==> config.mk <==
export PLATFORM = sky130hd
export DESIGN_NAME = max_pool_win_buf
export DESIGN_NICKNAME = d
export VERILOG_FILES = /design/src/rtl/max_pool_win_buf_pkg.sv /design/src/rtl/max_pool_win_buf_line_buf.sv /design/src/rtl/max_pool_win_buf.sv
export SDC_FILE = /design/constraint.sdc
export NUM_CORES = 1
export LEC_CHECK = 0
export CORE_MARGIN = 3
export CORE_UTILIZATION = 40
export DETAILED_ROUTE_END_ITERATION = 8
export GPL_TIMING_DRIVEN = 0
export PLACE_DENSITY = 0.59
export SYNTH_ARGS = -nofsm -noshare
export SYNTH_HDL_FRONTEND = slang
export SYNTH_SLANG_ARGS = --single-unit
==> constraint.sdc <==
create_clock -name aclk -period 3.63 [get_ports aclk]
set_input_delay 0.5445 -clock aclk [delete_from_list [all_inputs] [get_ports aclk]]
set_output_delay 0.5445 -clock aclk [all_outputs]
set_load 0.02 [all_outputs]
==> src/rtl/max_pool_win_buf_pkg.sv <==
// Shared constants for the 2x2 / stride-2 max-pool window generator.
//   WIN_N            : elements per emitted window
//   WIN_TL..WIN_BR   : element slot of each window position in win_data (LSB-first)
//   POOL_K           : pooling kernel size and stride
//   pix_phase_e      : role of the incoming pixel, decoded from {row_odd, col[0]}
package max_pool_win_buf_pkg;

  localparam int WIN_N  = 4;
  localparam int WIN_TL = 0;
  localparam int WIN_TR = 1;
  localparam int WIN_BL = 2;
  localparam int WIN_BR = 3;
  localparam int POOL_K = 2;

  typedef enum logic [1:0] {
    PH_TOP_L = 2'b00,   // even row, even col
    PH_TOP_R = 2'b01,   // even row, odd col
    PH_BOT_L = 2'b10,   // odd row, even col
    PH_BOT_R = 2'b11    // odd row, odd col
  } pix_phase_e;

  // Address width of a buffer of the given depth; never below one bit.
  function automatic int lb_addr_w(input int depth);
    return (depth <= 1) ? 1 : $clog2(depth);
  endfunction

endpackage

==> src/rtl/max_pool_win_buf_line_buf.sv <==
// pool_line_buf: half-row store of top-row column pairs.
//   aclk    : clock
//   aclken  : clock enable, gates both ports
//   wr_en / wr_addr / wr_data : write port, wr_data = {top-right, top-left}
//   rd_en / rd_addr           : synchronous read request
//   rd_data                   : read data, 1-cycle latency, held when no read
// Contents are never reset; every entry is written in the even row before
// the odd row reads it.
module pool_line_buf
  import max_pool_win_buf_pkg::*;
#(
  parameter int data_width = 8,
  parameter int depth      = 32,
  parameter int addr_w     = 5
) (
  input  logic                         aclk,
  input  logic                         aclken,
  input  logic                         wr_en,
  input  logic [addr_w-1:0]            wr_addr,
  input  logic [POOL_K*data_width-1:0] wr_data,
  input  logic                         rd_en,
  input  logic [addr_w-1:0]            rd_addr,
  output logic [POOL_K*data_width-1:0] rd_data
);

  logic [POOL_K*data_width-1:0] mem [depth];

  always_ff @(posedge aclk) begin
    if (aclken && wr_en) mem[wr_addr] <= wr_data;
    if (aclken && rd_en) rd_data <= mem[rd_addr];
  end

endmodule

==> src/rtl/max_pool_win_buf.sv <==
// max_pool_win_buf: turns a raster pixel stream of one channel into 2x2,
// stride-2 windows for a downstream max tree.
//   aclk, areset (sync, active-high), aclken (global enable)
//   fmap_w                     : runtime width, bit 0 ignored
//   s_data/s_valid/s_last/s_ready : input pixel stream
//   win_data/win_vld/win_last/win_ready : window stream, win_data LSB-first
//                                         {BR, BL, TR, TL}
//   frame_err                  : one-cycle pulse after an off-grid s_last
// simulation_delay is kept for interface compatibility; no NBA delays are used.
module max_pool_win_buf
  import max_pool_win_buf_pkg::*;
#(
  parameter int data_width       = 8,
  parameter int max_fmap_w       = 64,
  parameter int simulation_delay = 1
) (
  input  logic                                aclk,
  input  logic                                areset,
  input  logic                                aclken,
  input  logic [$clog2(max_fmap_w+1)-1:0]     fmap_w,
  input  logic [data_width-1:0]               s_data,
  input  logic                                s_valid,
  input  logic                                s_last,
  output logic                                s_ready,
  output logic [WIN_N*data_width-1:0]         win_data,
  output logic                                win_vld,
  output logic                                win_last,
  input  logic                                win_ready,
  output logic                                frame_err
);

  localparam int CW       = $clog2(max_fmap_w + 1);
  localparam int LB_DEPTH = max_fmap_w / POOL_K;
  localparam int AW       = lb_addr_w(LB_DEPTH);
  localparam int PW       = POOL_K * data_width;

  if ((max_fmap_w < 2) || ((max_fmap_w % 2) != 0) || (simulation_delay < 0)) begin : g_param_chk
    $error("max_pool_win_buf: max_fmap_w must be even and >= 2");
  end

  logic [CW-1:0]         col, w_eff, col_max;
  logic                  row_odd;
  logic                  acc, at_end, bad_end;
  pix_phase_e            phase;
  logic [data_width-1:0] top_hold, bot_hold;
  logic                  lb_wr_en, lb_rd_en, load_win;
  logic [AW-1:0]         lb_addr;
  logic [PW-1:0]         lb_rd_data;

  assign w_eff   = fmap_w & ~CW'(1);
  assign col_max = w_eff - CW'(1);
  // Any full output register blocks input, even on rows that emit nothing.
  assign s_ready = aclken & ~areset & (~win_vld | win_ready);
  assign acc     = s_valid & s_ready;
  assign phase   = pix_phase_e'({row_odd, col[0]});
  assign at_end  = (col == col_max);
  // s_last is only legal on the bottom-right pixel of the last window.
  assign bad_end = acc & s_last & ~(at_end & row_odd);
  // Both columns of a pair share one buffer entry.
  assign lb_addr = col[AW:1];

  always_comb begin
    lb_wr_en = 1'b0;
    lb_rd_en = 1'b0;
    load_win = 1'b0;
    if (acc) begin
      unique case (phase)
        PH_TOP_R: lb_wr_en = 1'b1;
        PH_BOT_L: lb_rd_en = 1'b1;
        PH_BOT_R: load_win = ~bad_end;
        default:  ;
      endcase
    end
  end

  always_ff @(posedge aclk) begin
    if (areset) begin
      col     <= '0;
      row_odd <= 1'b0;
    end else if (acc) begin
      if (s_last) begin
        col     <= '0;
        row_odd <= 1'b0;
      end else if (at_end) begin
        col     <= '0;
        row_odd <= ~row_odd;
      end else begin
        col <= col + CW'(1);
      end
    end
  end

  always_ff @(posedge aclk) begin
    if (acc && (phase == PH_TOP_L)) top_hold <= s_data;
    if (acc && (phase == PH_BOT_L)) bot_hold <= s_data;
  end

  pool_line_buf #(
    .data_width (data_width),
    .depth      (LB_DEPTH),
    .addr_w     (AW)
  ) u_line_buf (
    .aclk    (aclk),
    .aclken  (aclken),
    .wr_en   (lb_wr_en),
    .wr_addr (lb_addr),
    .wr_data ({s_data, top_hold}),
    .rd_en   (lb_rd_en),
    .rd_addr (lb_addr),
    .rd_data (lb_rd_data)
  );

  // A load may coincide with the drain of the previous window; the load wins.
  always_ff @(posedge aclk) begin
    if (areset) begin
      win_vld   <= 1'b0;
      win_last  <= 1'b0;
      win_data  <= '0;
      frame_err <= 1'b0;
    end else if (aclken) begin
      frame_err <= bad_end;
      if (load_win) begin
        win_vld  <= 1'b1;
        win_last <= s_last;
        win_data[WIN_TL*data_width +: data_width] <= lb_rd_data[0 +: data_width];
        win_data[WIN_TR*data_width +: data_width] <= lb_rd_data[data_width +: data_width];
        win_data[WIN_BL*data_width +: data_width] <= bot_hold;
        win_data[WIN_BR*data_width +: data_width] <= s_data;
      end else if (win_ready) begin
        win_vld  <= 1'b0;
        win_last <= 1'b0;
      end
    end
  end

endmodule

==> impl_results.md <==
- Seq cells post-synth: 587
- Place WS: -0.197 ns
- Synth-to-layout area growth: 17.6%
- Clock slew at reported path FFs: 0.06 ns
- Residual DRC: 0
- Clock network power share: 43.4%
- Vias in the first global route: 11,300
- Crit path time final: 3.63 ns
- P per Cell Area: 510 nW/µm²
- DR vias/cell: 5.79
- Initial core utilization: 40.8%
- Worst Tran Pin Value: 1.41 ns
- Fill cell count: 4,449
- Final antenna-violating net count: 0
- Cell Rows: 85
- IO Pins: 57
- Hold depth: 1
- Drt initial violations: 1,437
- Fmax: 275 MHz
- WL final: 58,900 µm
- Cell Area, Placed: 24,200 µm²
- Failing checks: setup timing
- Pins over their slew limit: 0
- Final setup viols: 1
- CTS tree: yes
- Met3 WL: 5160 µm
- First-pass iteration count of the detailed router: 8
- Slew HR: 6.18%
- Post-DP HPWL: 38,900 µm
- First-pass GRT wire length: 84,000 µm
- Die Y: 241 µm
- Number of synthesized flops with an enable pin: 544
- Peak VDD IR: 334 µV
- Drt wl/cell: 29.5 µm
- Cells after synthesis: 1,052
- Setup TNS: -0.00192 ns
- Clock root buffer master: clkbuf_16
- Final GP Congestion: 0.937
- Synth async-reset ratio: 0%
- Design area: 26,100 µm²
- CORE AREA: 54,300 µm²
- Depth of the most critical reg-to-reg path: 5
- Fin Hold WS: 0.469 ns
- Final period utilization: 100%
- Metal1 wirelength: 24,400 µm
- Max Root-Sink Buffers: 3
- Switch share: 20.0%
- Fin. Hold Viols: 0
- Library cells used by synthesis: 45
- WP data arrival: 3.94 ns
- Overall Global Routing Usage: 20.7%
- Top Layer Used: met5
- NumNets Final: 1,224
- Top FF cell, synth: edfxtp_1
- Int Power: 0.0106 W
- CP required: 3.94 ns
- Final WS setup: -0.00192 ns
- Mapped Area: 22,200 µm²
- CP Max Fanout: 10
- Pin count of the biggest net entering global routing: 36
- H-tree levels: 2
- Sw Pwr: 0.00266 W
- Port Buffer Count: 54
- Cts bufs inserted: 59
- Clock Skew: 0.0198 ns
- RSZ-0062 raised after global routing: true
- Hold crit path type: reg2reg
- Die area: 58,300 µm²
- Overflow left after global routing: 0
- Fraction of layout cells with a size suffix above 1: 25.5%
- Crit path kind: reg2reg
- Sequential share of the synthesized area: 77.6%
- Syn_area_per_cell: 21.1 µm²
- Pwr Total: 0.0133 W
- Status: complete, but fails checks
- Combinational share of power: 1.1%
- Static Leak: 7.88 nW
- Crit start category: flop
- Net Count, Synth: 1,075
- # clock sinks: 587
- Hold_buf cts: 0
- Worst skew pair latency: 0.62 ns
- Max-cap violations: 0
- WL met2: 27,000 µm
- Reg power frac: 55.5%
- Die Span X: 241 µm
- Initial antenna violation count: 4
- Via count: 11,500
- Yosys Warn Count: 0
- CP Capture Type: flop
[registers in the layout, indices dropped and copies added, names as in the netlist, 7 cells and up]
signal / cells
u_line_buf.rd_data: 16
top_hold: 8
bot_hold: 8
col: 7
u_line_buf.mem: 512
win_data: 32
[power groups by stage]
| stage | clock network [W] | logic (W) | registers (W) |
|---|---|---|---|
| final | 0.00578 | 0.000143 | 0.00739 |
| after global routing | 0.00615 | 0.000155 | 0.00738 |
| after CTS | 0.00588 | 0.000145 | 0.00739 |
| after detailed placement | 0 | 0.000145 | 0.00753 |
| after global placement | 0 | 0.000142 | 0.00753 |
| after floorplan | 0 | 0.0000379 | 0.00751 |
[cells in the mapped netlist (all sizes together), types with 3 or more instances]
library cell  instances  share of area (%)
xor2                  6               0.24
nand4                19               0.54
nand3                 9               0.20
nor2                 71                1.2
nor3                 10               0.23
edfxtp              544                 74
o21ai                 3              0.068
nand2                10               0.17
inv                   4              0.068
nor3b                 7               0.26
a22oi                64                2.2
a21oi                 8               0.18
clkbuf               28               0.47
nand2b                3              0.085
mux4                128                 13
buf                  32               0.91
nand3b                3               0.10
mux2i                32                1.4
dfxtp                43                3.9
[logic make-up (layout without fill, tap and decap cells)]
kind of cell,count (synthesis),count (layout),synth area share [%]
DFF,587,587,77.6
buffers and inverters,64,264,1.46
and+or+nand+nor,145,145,3.23
muxes,160,160,14.5
AOI/OAI and AO/OA,86,86,2.85
adders and majority gates,2,2,0.113
other,0,2,0
xor gates and xnor gates,8,8,0.316
[area by class of cell]
type,count,area [µm²],area share [%]
Antenna cell,2,5.00,0.0192
Inverter,4,15.0,0.0576
Timing Repair Buffer,88,1040,3.97
Buffer,60,308,1.18
Tap cell,739,925,3.55
Clock inverter,34,230,0.883
Sequential cell,587,17200,66.0
Multi-Input combinational cell,401,4750,18.2
Clock buffer,78,1610,6.17
[per-layer routing]
layer  GRT usage [%]  vias to the layer above
met3            4.42                      129
met2            31.4                      583
met4            7.55                        4
met1            29.8                     6130
met5               0                        -
li1                -                     4691
[metrics by stage]
step	utilization, %	instances
3_5_place_dp	44.6	1879
6_report	48.0	1993
5_1_grt	48.0	1991
3_3_place_gp	43.5	1845
4_1_cts	47.9	1991
2_1_floorplan	-	1052
[cell usage in the layout, fill, tap and decap left out, types with 10 or more instances in the layout]
master / n
mux2i_1: 32
buf_8: 22
clkinv_2: 13
clkbuf_16: 59
buf_2: 25
clkbuf_1: 41
clkdlybuf4s50_1: 47
nor2_2: 30
a22oi_1: 64
dfxtp_1: 43
nand4_1: 19
nor2_1: 39
nand2_1: 10
clkinv_1: 11
mux4_2: 128
edfxtp_1: 544
[path summary, 6_finish.rpt]
| kind | from | end | slack, ns |
|---|---|---|---|
| setup reg to reg | col[2] | u_line_buf.mem[3][8] | -0.002 |
| setup / recovery | col[2] | u_line_buf.mem[3][8] | -0.002 |
| hold reg to reg | frame_err | frame_err | 0.47 |
| hold / removal | frame_err | frame_err | 0.47 |
[timing repair]
action / 4_1_cts / 5_1_grt
setup buffers: 0 / 0
setup endpoints to repair: 0 / 16
resized for setup: 0 / 2
[worst max-delay path, stage by stage, from the launching register on]
cell and delay (ns):
dfxtp_1 0.37, buf_1 0.64, buf_1 0.55, nand3_1 0.76, nor2_2 0.75, buf_8 0.24
Power figures use the tool's default switching activity.
